**config.mk**
```make
export PLATFORM = sky130hd
export DESIGN_NAME = ex_mem_register
export DESIGN_NICKNAME = d
export VERILOG_FILES = /design/src/rtl/cpu_pkg.sv /design/src/rtl/cond_eval.sv /design/src/rtl/ex_mem_register.sv
export SDC_FILE = /design/constraint.sdc
export NUM_CORES = 1
export LEC_CHECK = 0
export CORE_ASPECT_RATIO = 0.5
export CORE_MARGIN = 1.5
export CORE_UTILIZATION = 48
export DETAILED_ROUTE_END_ITERATION = 16
export PLACE_DENSITY = 0.85
export SLEW_MARGIN = 20
export SYNTH_ARGS = -nofsm -noshare
export SYNTH_HDL_FRONTEND = slang
export SYNTH_SLANG_ARGS = --single-unit
```
**constraint.sdc**
```tcl
create_clock -name clk -period 3.9 [get_ports clk]
set_input_delay 0.78 -clock clk [delete_from_list [all_inputs] [get_ports clk]]
set_output_delay 0.78 -clock clk [all_outputs]
set_load 0.01 [all_outputs]
```
**src/rtl/cpu_pkg.sv**
```systemverilog
// Shared CPU definitions: condition codes, NZCV flag bit positions and datapath width.
package cpu_pkg;

    localparam int DATA_W = 32;

    localparam int FLAG_N = 3;
    localparam int FLAG_Z = 2;
    localparam int FLAG_C = 1;
    localparam int FLAG_V = 0;

    typedef enum logic [3:0] {
        EQ = 4'd0,
        NE = 4'd1,
        CS = 4'd2,
        CC = 4'd3,
        MI = 4'd4,
        PL = 4'd5,
        VS = 4'd6,
        VC = 4'd7,
        HI = 4'd8,
        LS = 4'd9,
        GE = 4'd10,
        LT = 4'd11,
        GT = 4'd12,
        LE = 4'd13,
        AL = 4'd14,
        NV = 4'd15
    } cond_e;

endpackage

```
**src/rtl/cond_eval.sv**
```systemverilog
// Combinational condition-code check against an NZCV flag vector.
module cond_eval
    import cpu_pkg::*;
(
    input  logic  [3:0] flags,
    input  cond_e       cond,
    output logic        ok
);

    logic w_n;
    logic w_z;
    logic w_c;
    logic w_v;

    assign w_n = flags[FLAG_N];
    assign w_z = flags[FLAG_Z];
    assign w_c = flags[FLAG_C];
    assign w_v = flags[FLAG_V];

    always_comb begin
        ok = 1'b0;
        case (cond)
            EQ: ok = w_z;
            NE: ok = !w_z;
            CS: ok = w_c;
            CC: ok = !w_c;
            MI: ok = w_n;
            PL: ok = !w_n;
            VS: ok = w_v;
            VC: ok = !w_v;
            HI: ok = w_c && !w_z;
            LS: ok = !w_c || w_z;
            GE: ok = (w_n == w_v);
            LT: ok = (w_n != w_v);
            GT: ok = !w_z && (w_n == w_v);
            LE: ok = w_z || (w_n != w_v);
            AL: ok = 1'b1;
            NV: ok = 1'b0;
            default: ok = 1'b0;
        endcase
    end

endmodule

```
**src/rtl/ex_mem_register.sv**
```systemverilog
// EX/MEM pipeline register with conditional execution, committed NZCV flags
// and a committed-instruction counter.
module ex_mem_register
    import cpu_pkg::*;
#(
    parameter int N = DATA_W
) (
    input  logic         clk,
    input  logic         rst_n,
    input  logic         in_valid,
    input  logic [N-1:0] resultado,
    input  logic [3:0]   flagsResult,
    input  logic [3:0]   rd,
    input  cond_e        cond,
    input  logic         set_flags,
    input  logic         reg_wr,
    input  logic         mem_wr,
    input  logic         mem_rd,
    input  logic         is_branch,
    input  logic         stall,
    input  logic         flush,
    output logic         valid_q,
    output logic         reg_wr_q,
    output logic         mem_wr_q,
    output logic         mem_rd_q,
    output logic         branch_taken_q,
    output logic [N-1:0] result_q,
    output logic [3:0]   rd_q,
    output logic [3:0]   flags_q,
    output logic [31:0]  instr_count
);

    logic         r_valid;
    logic         r_regWr;
    logic         r_memWr;
    logic         r_memRd;
    logic         r_branchTaken;
    logic [N-1:0] r_result;
    logic [3:0]   r_rd;
    logic [3:0]   r_flags;
    logic [31:0]  r_instrCount;
    logic         w_condOk;

    // Condition looks only at committed flags, so the previous instruction's
    // flag update is visible here without any forwarding path.
    cond_eval u_condEval (
        .flags (r_flags),
        .cond  (cond),
        .ok    (w_condOk)
    );

    always_ff @(posedge clk) begin
        if (!rst_n) begin
            r_valid       <= 1'b0;
            r_regWr       <= 1'b0;
            r_memWr       <= 1'b0;
            r_memRd       <= 1'b0;
            r_branchTaken <= 1'b0;
            r_result      <= '0;
            r_rd          <= '0;
            r_flags       <= '0;
            r_instrCount  <= '0;
        end else if (flush || (!stall && !in_valid)) begin
            r_valid       <= 1'b0;
            r_regWr       <= 1'b0;
            r_memWr       <= 1'b0;
            r_memRd       <= 1'b0;
            r_branchTaken <= 1'b0;
        end else if (!stall) begin
            r_valid       <= 1'b1;
            r_regWr       <= reg_wr && w_condOk;
            r_memWr       <= mem_wr && w_condOk;
            r_memRd       <= mem_rd && w_condOk;
            r_branchTaken <= is_branch && w_condOk;
            r_result      <= resultado;
            r_rd          <= rd;
            if (set_flags && w_condOk) begin
                r_flags <= flagsResult;
            end
            if (w_condOk) begin
                r_instrCount <= r_instrCount + 32'd1;
            end
        end
    end

    assign valid_q        = r_valid;
    assign reg_wr_q       = r_regWr;
    assign mem_wr_q       = r_memWr;
    assign mem_rd_q       = r_memRd;
    assign branch_taken_q = r_branchTaken;
    assign result_q       = r_result;
    assign rd_q           = r_rd;
    assign flags_q        = r_flags;
    assign instr_count    = r_instrCount;

endmodule
```
==> impl_metrics.py, run 1 <==
metrics = {
    "min_path": {
        "hold_class": "reg -> reg",
    },
    "clock_network": {
        "cts.htree.levels": 3,
        "clkLatencyLatePin_ns": 0.33,
        "cts_tree": "done",
        "clock-sinks": 77,
        "cts_root_buf": "clkbuf_16",
        "cts_setup_buffers": 0,
        "cts_resized": 0,
        "hold_buffers": 0,
        "clkTransAtPathRegs_ns": 0.06,
        "clockBufferDepth": 2,
        "numCtsBuffers": 9,
    },
    "timing": {
        "hold_viol": 0,
        "fin_crit_sh_pct": 73.8,
        "drv_slew": 0,
        "finalSetupTns_ns": 0,
        "fin_crit_ns": 2.88,
        "fin_skew_ns": 0.00541,
        "whs_ns": 0.450,
        "max_slew_margin_pct": 38.7,
        "rsz0062_at_grt": "false",
        "worst-slew-pin-transition_ns": 0.912,
        "setup_viol": 0,
        "max_freq_mhz": 348,
        "final.setup.worst_slack_ns": 1.02,
    },
    "floorplan": {
        "num_rows": 22,
        "start_util_pct": 49.4,
        "core_um2": 7320,
        "fp.dieW_um": 126,
        "die_area_um2": 8100,
        "die_h_um": 64.4,
        "ios": 131,
    },
    "global_routing": {
        "antenna_found_initial": 0,
        "grt_max_degree": 70,
        "grt_pass1_vias": 3172,
        "overflow": 0,
        "grt_util_all_layers_pct": 22.9,
        "grt_first_pass_wirelength_mm": 14.9,
    },
    "setup_path": {
        "crit_path_max_incr_delay_ns": 0.65,
        "path_buf_inv": 1,
        "path_cells": "clkdlybuf4s50_1 > xnor2_1 > o22ai_1 > mux2_2 > a2111oi_1 > mux2i_1",
        "end_kind": "register",
        "start_kind": "input port",
        "cp.arrival_ns": 3.14,
        "critical-path-top-delay-family": "multiplexers",
        "crit_required_ns": 4.17,
        "cpMaxStageDelayCell": "mux2_2",
        "critPathKind": "in -> reg",
        "cp_max_fo": 35,
    },
    "pwr": {
        "p_total_w": 0.00177,
        "power_density_nw_per_um2": 338,
        "max-vdd-ir-drop_v": 0.000270,
        "p_leak_nw": 1.70,
    },
    "route": {
        "drc_errors": 0,
        "viasPerCell": 5.23,
        "num_vias": 3435,
        "wirelength_mm": 9.00,
        "drtAntennaViolNets": 0,
        "drt_pre_antenna_iters": 6,
        "drt_iter0_drc": 220,
        "wire_per_inst_um": 13.7,
    },
    "placement": {
        "dpl_worst_slack_ns": 0.681,
        "hpwl_mm": 6.14,
        "dp.cells": 641,
        "portBuffers": 130,
        "gp_congestion": 0.726,
    },
    "flow_run": {
        "drv_cap": 0,
    },
    "finish": {
        "fin_nets": 611,
        "fin_cells": 657,
        "layout_commonest_cell": "clkdlybuf4s50_1",
        "area_growth_pct": 44.6,
        "num_antenna_cells": 0,
        "final_cell_mix": "129 x clkdlybuf4s50_1, 128 x nand2_1, 77 x dfxtp_1",
        "drive_gt1_share_pct": 6.95,
    },
    "logic_synthesis": {
        "ys_seq_area_share_pct": 42.6,
        "ys_ff_latch": 77,
        "synth_cells": 438,
        "syn_avg_cell_area_um2": 8.26,
        "synth.distinct_cells": 39,
        "syn-num-nets": 493,
        "yosysWarnings": 0,
        "syn_area_um2": 3620,
    },
    "status": {
        "outcome": "complete, no violations",
    },
}
==> layer usage <==
metal  GRT usage [%]  wire, µm
met1            27.8      4000
met2            39.0      4370
met3            7.79       564
met4            6.75        67
met5               0         0
==> final timing paths <==
kind              startpoint         endpoint  slack, ns  depth (start not counted)
setup / recovery     cond[1]  instr_count[16]       1.02                          6
setup reg to reg  flags_q[2]  instr_count[16]       1.60                          5
hold / removal       rd_q[2]          rd_q[2]       0.45                          2
hold reg to reg      rd_q[2]          rd_q[2]       0.45                          2
==> state kept, by name, indices dropped and copies added (netlist names), 4 cells and up <==
name	flops
flags_q	4
rd_q	4
instr_count	32
result_q	32
==> logic make-up (layout without fill, tap and decap cells) <==
| logic type | Yosys count | count (layout) | share of synthesized area, % |
|---|---|---|---|
| simple gates | 199 | 199 | 25.0 |
| fa+ha+maj | 1 | 1 | 0.346 |
| compound gates | 84 | 84 | 16.7 |
| buf+inv | 37 | 160 | 4.29 |
| flops | 77 | 77 | 42.6 |
| xor+xnor | 3 | 3 | 0.726 |
| mux | 37 | 37 | 10.3 |
==> power breakdown <==
group / internal (W) / switching (W)
clock: 0.000462 / 0.000314
combinational: 0.0000946 / 0.0000901
sequential: 0.000801 / 0.00000744
==> stage by stage <==
stage | utilization [%] | cell area (µm²)
CTS | 71.5 | 5230
finish | 71.5 | 5230
global placement | 67.7 | 4950
global route | 71.5 | 5230
floorplan | - | 3620
detailed placement | 67.7 | 4950
==> worst register-to-register path, delay by kind of cell (launching register included) <==
kind	cells	cell delay (ns)
compound gates	3	0.96
flops	1	0.39
mux	2	0.87
==> Yosys cell counts (all sizes together) <==
library cell | number | area share, %
mux2 | 1 | 0.31
a211o | 3 | 0.73
or3 | 1 | 0.17
dfxtp | 77 | 43
o21ba | 1 | 0.28
a22o | 4 | 0.97
or3b | 2 | 0.48
o21ai | 1 | 0.24
a21oi | 45 | 6.3
nand3 | 12 | 1.7
ha | 1 | 0.35
clkbuf | 18 | 1.9
o211ai | 3 | 0.62
nor2b | 3 | 0.52
xnor2 | 3 | 0.73
nand2b | 24 | 4.1
nor4 | 1 | 0.17
buf | 10 | 1.5
mux2i | 36 | 10
nand4 | 10 | 1.7
a211oi | 15 | 3.1
or2 | 1 | 0.17
nor3b | 1 | 0.21
o22ai | 1 | 0.17
nand2 | 129 | 13
a2111oi | 10 | 3.9
nor2 | 8 | 0.83
a221oi | 1 | 0.41
nor3 | 4 | 0.86
or4 | 1 | 0.21
nand3b | 2 | 0.41
inv | 9 | 0.93
==> final cells by class <==
type / instances / area (µm²)
clock buffers: 12 / 256
clock inverters: 4 / 22.5
fillers: 588 / 2090
inverters: 9 / 33.8
multi-input cells: 324 / 1920
flip-flops and latches: 77 / 1540
well taps: 96 / 120
repair buffers: 135 / 1330
Power figures use the tool's default switching activity.
==> run 2, diff against run 1 <==
--- a/config.mk
+++ b/config.mk
@@ -7,9 +7,9 @@
 export LEC_CHECK = 0
 export CORE_ASPECT_RATIO = 0.5
 export CORE_MARGIN = 1.5
-export CORE_UTILIZATION = 48
+export CORE_UTILIZATION = 45
 export DETAILED_ROUTE_END_ITERATION = 16
-export PLACE_DENSITY = 0.85
+export PLACE_DENSITY = 0.81
 export SLEW_MARGIN = 20
 export SYNTH_ARGS = -nofsm -noshare
 export SYNTH_HDL_FRONTEND = slang
==> constraint.sdc (replaced) <==
create_clock -name clk -period 2.65 [get_ports clk]
set_input_delay 0.53 -clock clk [delete_from_list [all_inputs] [get_ports clk]]
set_output_delay 0.53 -clock clk [all_outputs]
set_load 0.01 [all_outputs]
==> impl_metrics.py, run 2 (same netlist as run 1, synthesis figures left out) <==
metrics = {
    "finish": {
        "num_antenna_cells": 0,
        "fin_area_um2": 5450,
        "area_growth_pct": 50.5,
        "fin_nets": 628,
        "drive_gt1_share_pct": 9.86,
        "final_cell_mix": "129 x clkdlybuf4s50_1, 128 x nand2_1, 77 x dfxtp_1",
        "n_fill_cell": 610,
        "layout_commonest_cell": "clkdlybuf4s50_1",
    },
    "global_routing": {
        "grt_util_all_layers_pct": 22.3,
        "grt_pass1_vias": 3119,
        "grt_max_degree": 70,
        "overflow": 0,
        "antenna_found_initial": 0,
        "grt_first_pass_wirelength_mm": 14.9,
    },
    "setup_path": {
        "crit_required_ns": 2.92,
        "cpMaxStageDelayCell": "mux2_2",
        "reg2regPathDepth": 5,
        "cp.depth": 6,
        "start_kind": "input port",
        "path_buf_inv": 1,
        "cp.arrival_ns": 2.75,
        "crit_path_max_incr_delay_ns": 0.55,
        "critPathKind": "in -> reg",
        "path_cells": "clkdlybuf4s50_1 > o21ba_2 > o22ai_1 > mux2_2 > a2111oi_1 > mux2i_1",
        "cp-endpoint": "instr_count[18]",
        "end_kind": "register",
        "critical-path-top-delay-family": "compound AO/OA/AOI/OAI gates",
        "reg2reg_to": "instr_count[18]",
        "r2r_setup_slack_ns": 0.52,
        "cp-startpoint": "cond[2]",
        "cp_max_fo": 19,
        "r2r-start": "flags_q[1]",
    },
    "status": {
        "outcome": "complete, no violations",
    },
    "floorplan": {
        "fp.dieW_um": 130,
        "die_area_um2": 8620,
        "start_util_pct": 48.0,
        "core_um2": 7540,
        "num_rows": 22,
        "die_h_um": 66.4,
        "ios": 131,
    },
    "flow_run": {
        "drv_cap": 0,
    },
    "route": {
        "drt_iter0_drc": 192,
        "wirelength_mm": 9.43,
        "drtAntennaViolNets": 0,
        "viasPerCell": 5.05,
        "wire_per_inst_um": 13.7,
        "drc_errors": 0,
        "num_vias": 3466,
        "drt_pre_antenna_iters": 4,
    },
    "timing": {
        "fin_crit_ns": 2.47,
        "setup_viol": 0,
        "hold_viol": 0,
        "fin_skew_ns": 0.00437,
        "fin_crit_sh_pct": 93.4,
        "max_freq_mhz": 404,
        "max_slew_margin_pct": 45.5,
        "worst-slew-pin-transition_ns": 0.816,
        "drv_slew": 0,
        "rsz0062_at_grt": "false",
        "final.setup.worst_slack_ns": 0.176,
    },
    "clock_network": {
        "clock-sinks": 77,
        "cts_setup_buffers": 0,
        "clkLatencyLatePin_ns": 0.34,
        "numCtsBuffers": 9,
        "hold_buffers": 0,
        "cts_resized": 0,
        "clockBufferDepth": 2,
        "cts_tree": "done",
        "cts.htree.levels": 3,
        "clkTransAtPathRegs_ns": 0.06,
        "cts_root_buf": "clkbuf_16",
    },
    "pwr": {
        "p_total_w": 0.00282,
        "power_density_nw_per_um2": 518,
        "max-vdd-ir-drop_v": 0.000415,
        "p_leak_nw": 1.81,
    },
    "placement": {
        "dpl_worst_slack_ns": -0.168,
        "gp_congestion": 0.768,
        "portBuffers": 130,
        "post_dp_cell_area_um2": 5120,
        "hpwl_mm": 6.53,
    },
    "min_path": {
        "hold_class": "reg -> reg",
    },
}
==> run 2: power by group <==
part           internal, W  total [W]  switching [W]
registers          0.00118    0.00119      0.0000107
logic             0.000161   0.000301       0.000140
clock network     0.000829    0.00133       0.000504
==> run 2: how the worst min path moves through the flow <==
| stage | depth (start not counted) | startpoint | endpoint |
|---|---|---|---|
| floorplan | 2 | rd_q[0] | rd_q[0] |
| global placement | 2 | result_q[19] | result_q[19] |
| detailed placement | 2 | result_q[8] | result_q[8] |
| CTS | 2 | result_q[8] | result_q[8] |
| global route | 2 | result_q[18] | result_q[18] |
| finish | 2 | result_q[27] | result_q[27] |
==> run 2: per-layer routing <==
metal / wire length [µm] / global-route usage [%] / share of wire [%]
met3: 589 / 8.09 / 6.2
met2: 4400 / 36.4 / 47
met4: 114 / 6.25 / 1.2
met1: 4320 / 27.9 / 46
met5: 0 / 0 / 0
==> run 2: cell type report <==
type | instances | area (µm²) | share of cell area [%]
repair buffers | 152 | 1490 | 27.3
flip-flops and latches | 77 | 1540 | 28.3
clock inverters | 7 | 98.8 | 1.82
multi-input cells | 324 | 1920 | 35.3
well taps | 108 | 135 | 2.48
inverters | 9 | 33.8 | 0.620
clock buffers | 9 | 225 | 4.14
==> run 2: stage by stage <==
step	util [%]	hold WS, ns	instances	setup TNS (ns)
2_1_floorplan	-	0.481	438	0
3_3_place_gp	67.9	0.440	670	-1.94
3_5_place_dp	67.9	0.446	670	-3.34
4_1_cts	72.2	0.455	686	0
5_1_grt	72.2	0.468	686	0
6_report	72.2	0.452	686	0
==> run 2: worst min-delay path: cells and delay by family, from the launching register on <==
family	cells	cell delay [ns]
and+or+nand+nor	1	0.05
DFF	1	0.30
AOI/OAI and AO/OA	1	0.05
